$ cat config.mk
export PLATFORM = sky130hd
export DESIGN_NAME = spi_master_ctrl
export DESIGN_NICKNAME = d
export VERILOG_FILES = /design/src/rtl/spi_master_ctrl.sv
export SDC_FILE = /design/constraint.sdc
export NUM_CORES = 1
export LEC_CHECK = 0
export ABC_AREA = 1
export BUFFER_PORTS_ARGS = -buffer_cell sky130_fd_sc_hd__buf_4
export CAP_MARGIN = 20
export CELL_PAD_IN_SITES_DETAIL_PLACEMENT = 1
export CELL_PAD_IN_SITES_GLOBAL_PLACEMENT = 2
export CORE_AREA = 8 8 85 87
export CTS_BUF_LIST = sky130_fd_sc_hd__clkbuf_8 sky130_fd_sc_hd__clkbuf_16
export DETAILED_ROUTE_END_ITERATION = 12
export DIE_AREA = 0 0 93 95
export HOLD_SLACK_MARGIN = 0.02
export PLACE_DENSITY = 0.8
export SETUP_SLACK_MARGIN = 0.4
export SLEW_MARGIN = 10
export SYNTH_ARGS = -nofsm -noshare
export SYNTH_HDL_FRONTEND = slang
export SYNTH_SLANG_ARGS = --single-unit
$ cat constraint.sdc
create_clock -name clk -period 2.2 [get_ports clk]
set_input_delay 0.44 -clock clk [delete_from_list [all_inputs] [get_ports clk]]
set_output_delay 0.44 -clock clk [all_outputs]
set_load 0.1 [all_outputs]
$ cat src/rtl/spi_master_ctrl.sv
// spi_master_ctrl: four-mode SPI master, one word per start; define SPI_CTRL_LSB_FIRST_EN for LSB-first shifting
module spi_master_ctrl #(
  parameter int DATA_W = 8,
  parameter int CLK_DIV = 2
) (
  input  logic              clk,
  input  logic              reset,
  input  logic              start,
  input  logic [1:0]        mode,
  input  logic [DATA_W-1:0] tx_data,
  input  logic              miso,
  output logic              busy,
  output logic              done,
  output logic [DATA_W-1:0] rx_data,
  output logic              cs,
  output logic              sclk,
  output logic              mosi
);
  localparam int CNT_W = $clog2(2 * DATA_W + 1);
  localparam int DIV_W = $clog2(CLK_DIV + 1);
  localparam logic [CNT_W-1:0] LAST = CNT_W'(2 * DATA_W);
  typedef enum logic [1:0] {IDLE, SETUP, XFER, HOLD} state_t;
  state_t state, state_nxt;
  logic [1:0] mode_r;
  logic [DIV_W-1:0] div;
  logic [CNT_W-1:0] cnt, cnt_nxt;
  logic [DATA_W-1:0] tx_sr, rx_sr, tx_src, tx_shift, rx_shift;
  logic tick, lead, emit, smp, tx_bit;
  assign tick = state != IDLE && div == DIV_W'(CLK_DIV - 1);
  assign cnt_nxt = cnt + 1'b1;
  assign lead = cnt_nxt[0];
  assign emit = tick && state != HOLD && (mode_r[0] ? lead : !lead && cnt_nxt != LAST);
  assign smp = tick && state != HOLD && (mode_r[0] != lead);
  always_comb begin
    tx_src = state == IDLE ? tx_data : tx_sr;
`ifdef SPI_CTRL_LSB_FIRST_EN
    tx_bit = tx_src[0];
    tx_shift = tx_src >> 1;
    rx_shift = {miso, rx_sr[DATA_W-1:1]};
`else
    tx_bit = tx_src[DATA_W-1];
    tx_shift = tx_src << 1;
    rx_shift = {rx_sr[DATA_W-2:0], miso};
`endif
  end
  always_comb begin
    state_nxt = state;
    state_nxt = state == IDLE ? (start ? SETUP : IDLE) :
                !tick          ? state :
                state == HOLD  ? IDLE :
                cnt_nxt == LAST ? HOLD : XFER;
  end
  always_ff @(posedge clk) state <= reset ? IDLE : state_nxt;
  always_ff @(posedge clk) begin
    if (reset) begin
      mode_r <= '0;
      div <= '0;
      cnt <= '0;
      tx_sr <= '0;
      rx_sr <= '0;
      rx_data <= busy ? rx_data : '0;
      busy <= 1'b0;
      done <= 1'b0;
      cs <= 1'b1;
      sclk <= 1'b0;
      mosi <= 1'b0;
    end else begin
      done <= 1'b0;
      if (state == IDLE) begin
        mode_r <= mode;
        sclk <= mode[1];
        div <= '0;
        cnt <= '0;
        if (start) begin
          tx_sr <= mode[0] ? tx_data : tx_shift;
          mosi <= mode[0] ? 1'b0 : tx_bit;
          cs <= 1'b0;
          busy <= 1'b1;
        end
      end else begin
        div <= tick ? '0 : div + 1'b1;
        if (tick) begin
          cnt <= cnt_nxt;
          if (state != HOLD) sclk <= mode_r[1] ^ lead;
          if (emit) begin
            tx_sr <= tx_shift;
            mosi <= tx_bit;
          end
          if (smp) rx_sr <= rx_shift;
          if (state == HOLD) begin
            cs <= 1'b1;
            mosi <= 1'b0;
            busy <= 1'b0;
            done <= 1'b1;
            rx_data <= rx_sr;
          end
        end
      end
    end
  end
endmodule
### After elaboration in Yosys (flattened, before gate mapping)

Index checks and enable logic that the tools add are counted.
W data, S select, Z words.

* word-level logic and storage cells: 85
* input bits: 14
* output and inout bits: 13
* bits in registers: 40

* equality and inequality tests: 9
* muxes and demuxes: 35
* reductions and logical operators: 24
* bitwise gates (word level): 3
* add/subtract/negate cells: 2

Operators with widths (count)
* $mux W8: 11
* $mux W1: 21
* $reduce_bool A2 Y1: 7
* $reduce_and A3 Y1: 4
* $ne A2 B2 Y1 const B: 4
* $mux W2: 3
* $reduce_or A3 Y1: 2
* $add A5 B1 Y5 const B: 1
* $eq A5 B5 Y1 const B: 1
* $logic_and A1 B1 Y1: 5
* $ne A5 B5 Y1 const B: 1
* $reduce_and A4 Y1: 1
* $reduce_bool A3 Y1: 1
* $add A2 B1 Y2 const B: 1
* $eq A2 B1 Y1 const B: 1
* $eq A2 B2 Y1 const B: 1
* $logic_not A2 Y1: 1
* $not A1 Y1: 2
* $reduce_and A2 Y1: 1
* $reduce_or A2 Y1: 1
* $logic_not A1 Y1: 1
* $ne A1 B1 Y1: 1
* $xor A1 B1 Y1: 1

### Longest topological paths before layout

* depth after elaboration: 9
* gate-level depth with buffers: 14
* gate-level depth less buffers: 12

### Least setup slack after synthesis

No wires, ideal clock.

* path kind: reg-to-reg
* from: register state[0]
* to: register rx_data[0], enable pin
* setup slack: 0.293 ns
* library setup time: 0.375 ns
* stages on the path, launching flop included: 11
* clock period less this slack: 1.907 ns
* data required time: 1.825 ns
* path buffers: 1
* arrival time: 1.531 ns
* path through: dfxtp_1 -> inv_1 -> ha_1 -> buf_6 -> inv_4 -> nand2_2 -> inv_1 -> nand2_1 -> nand2_1 -> inv_1 -> a21oi_1

* longest elaborated chain between the ends: 4
* elaborated cells on any way between the ends: 8
* those cells by class: 2 x eq/ne; 6 x reduce/logical

RTL lines
* start: declaration: RTL line 23 `state_t state, state_nxt;`
* start signal: assignment: RTL line 53 `always_ff @(posedge clk) state <= reset ? IDLE : state_nxt;`
* $reduce_bool A2 Y1: RTL line 29 `assign tick = state != IDLE && div == DIV_W'(CLK_DIV - 1);`
* $logic_and A1 B1 Y1: RTL line 29
* $reduce_bool A2 Y1 (no line)
* $reduce_and A4 Y1 (no line) (*)
* end signal: assignment: RTL line 61 `rx_data <= busy ? rx_data : '0;`
* end signal: assignment: RTL line 95 `rx_data <= rx_sr;`
* end: declaration: RTL line 14 `output logic [DATA_W-1:0] rx_data,`

Mark *: on every way between the ends. The rest lies on a longest branch, timed or not.
A chain may end at the register's enable or synchronous reset.

### Worst setup path after layout

* from: register state[1]
* to: register rx_data[4], enable pin

The elaborated chain is that of the path after synthesis.

==> impl_metrics.toml <==
[job]
drv_cap = 0

[power_and_ir_drop]
p_per_area_mw_per_mm2 = 1150
p_total_mw = 2.60
power_leakage_nw = 0.962
ir_worst_vdd_mv = 0.343

[sta]
max_freq_ghz = 0.617
final-hold-violation-count = 0
setup_viol = 0
worst_slew_pin_slew_ns = 0.281
rsz0062_at_grt = "no"
fin_setup_tns_ns = 0
post-route-period-util_pct = 73.6
slew-limit-headroom_pct = 81.2
timing.hold.ws_ns = 0.441
drv_slew = 0
fin_ws_ns = 0.580
post-route-min-period_ns = 1.62
fin_skew_ns = 0.00488

[run_status]
status = "finished clean"

[critical_path]
cp_max_fo = 8
cp_cell_sequence = "inv_1 -> ha_2 -> inv_4 -> nand2_2 -> inv_1 -> nand2_1 -> nand2_1 -> inv_1 -> a21oi_4"
cpLargestDelayFamily = "flip-flops"
r2r_cells = 9
crit_arrival_ns = 1.59
r2r-end = "rx_data[4]"
rrSetupSlack_ns = 0.58
r2r-start = "state[1]"
start_kind = "register"
slowest_delay_ns = 0.34
path_depth = 9
endpoint_kind = "register"
cp.required_ns = 2.18
cpMostUsedCell = "inv_1"
crit_type = "reg -> reg"
slowest_stage = "dfxtp_1"
crit_buf_inv = 4

[synth]
synth_top_area_share_pct = 35.0
async_reset_ff_share_pct = 0
syn_avg_cell_area_sq_um = 7.79
ys_seq_area_share_pct = 48.1
syn_area_sq_mm = 0.00183
synth_cells = 235
synth_top_cell_by_area = "dfxtp_1"
synthDistinctLibCells = 28
syn-num-nets = 254
synth_ff_type = "dfxtp_1"
yosysWarnings = 0
synth-seq-cells = 40
synth_most_common_cell = "nand2_1"
synth_commonest_cells = "42 x nand2_1, 32 x dfxtp_1, 32 x nor2_1, 27 x inv_1, 24 x o21ai_0"
synth_edf_count = 8
synthTopCellsByArea = "dfxtp_1 35%, edfxtp_1 13%, nand2_1 8.6%"

[final_layout]
instances_no_fill = 339
area_growth_pct = 23.4
design_area_sq_mm = 0.00226
antenna_cells = 0
fin_util_pct = 38.9
drive_above_1_share_pct = 23.5
nNetsFinal = 282
fillers = 741

[min_path]
hold_class = "in -> reg"
worstHoldPathCells = 3
hp-start = "miso"
whs_endpoint = "rx_sr[0]"

[die]
die_w_um = 93
core-area_sq_mm = 0.00582
floorplan.initialDensity_pct = 31.5
die_h_um = 95
ioPinCount = 27
rows = 28
die_area_sq_mm = 0.00884

[routing]
vias_per_cell = 4.49
wire_per_inst_um = 12.2
drc = 0
drtPass1Iterations = 4
antenna_left = 0
first_iter_violations = 48
vias = 1523
routed_wl_mm = 4.12

[global_routing]
grt_pass1_wl_mm = 7.28
grt_overflow_total = 0
grt_max_degree = 20
grtUsageTotal_pct = 10.1
antenna_found_initial = 0
grt_pass1_vias = 1578

[placed_design]
gp_congestion = 0.788
dp_hpwl_mm = 3.12
placed_cell_area_sq_mm = 0.00209
place_inst = 330
port-buffer-count = 26
dp_slack_ns = 0.247

[clock_tree]
htreeDepth = 2
ctsHoldBuffers = 0
clk_latency_ns = 0.29
cts_sinks = 40
cts_max_path_buffers = 2
cts_root_buf = "clkbuf_8"
clk_pin_slew_ns = 0.08
cts_tree = "built"
cts_made_buffers = 5
## cell type report
cell class	count	area, sq um	share of cell area, %
tap	75	93.8	4.15
clock buffer	5	68.8	3.04
sequential	40	883	39.1
inverter	29	111	4.93
clock inverter	3	46.3	2.05
timing repair buffer	30	229	10.1
multi-input combinational	157	828	36.6
## state kept, by name, indices dropped and copies added (netlist names)
register,flops
rx_sr,8
tx_sr,8
cs,1
done,1
cnt,5
mode_r,2
busy,1
state,2
sclk,1
div,2
rx_data,8
mosi,1
## power by group
| part | total (mW) | internal, mW | switching, mW |
|---|---|---|---|
| registers | 0.959 | 0.890 | 0.0691 |
| clock network | 0.606 | 0.342 | 0.264 |
| logic | 1.03 | 0.301 | 0.730 |
## kinds of logic after synthesis
logic type	after synthesis	share of synthesized area [%]
AND/OR/NAND/NOR	102	25.2
AO/OA/AOI/OAI	49	13.9
flip-flops	40	48.1
buffers and inverters	38	8.95
adder cells (fa/ha/maj)	5	3.42
XOR/XNOR	1	0.478
## what timing repair did
action / 4_1_cts / 5_1_grt
pin swaps: 0 / 1
resized for setup: 2 / 10
buffers inserted: 1 / 0
setup endpoints to repair: 16 / 19
## worst register-to-register path, delay by kind of cell, from the launching register on
| family | cells | cell delay [ns] |
|---|---|---|
| AO/OA/AOI/OAI | 1 | 0.25 |
| adder cells (fa/ha/maj) | 1 | 0.19 |
| buffers and inverters | 4 | 0.28 |
| flip-flops | 1 | 0.34 |
| AND/OR/NAND/NOR | 3 | 0.25 |
## worst max path at each step
stage / start / endpoint / slack (ns)
2_1_floorplan: state[0] / rx_data[0] / 0.49
3_3_place_gp: state[0] / rx_data[0] / 0.28
3_5_place_dp: state[0] / rx_data[1] / 0.25
4_1_cts: state[0] / rx_data[1] / 0.46
5_1_grt: state[1] / rx_data[7] / 0.41
6_report: state[1] / rx_data[4] / 0.58
## cell usage in the layout (no fill, tap or decap), types with 2 or more instances in the layout
master / n
nand2_1: 41
nor2_1: 31
dfxtp_1: 30
buf_4: 29
inv_1: 27
o21ai_0: 24
a21oi_1: 18
nand3_1: 9
edfxtp_1: 8
nand2_2: 7
clkbuf_8: 5
nand3_2: 3
nand2_4: 3
a31oi_1: 3
ha_2: 3
nor3_1: 2
nor2_2: 2
o22ai_1: 2
ha_1: 2
dfxtp_2: 2
## routing by layer
metal	wire length [um]	track usage (%)	vias up	part of all wire, %
met3	202	3.25	4	4.9
met2	1860	16.7	24	45
met4	34	3.62	0	0.83
met5	0	0	-	0
met1	2020	12.2	690	49
li1	-	-	805	-
No activity file was read; power rests on OpenSTA's default activity.
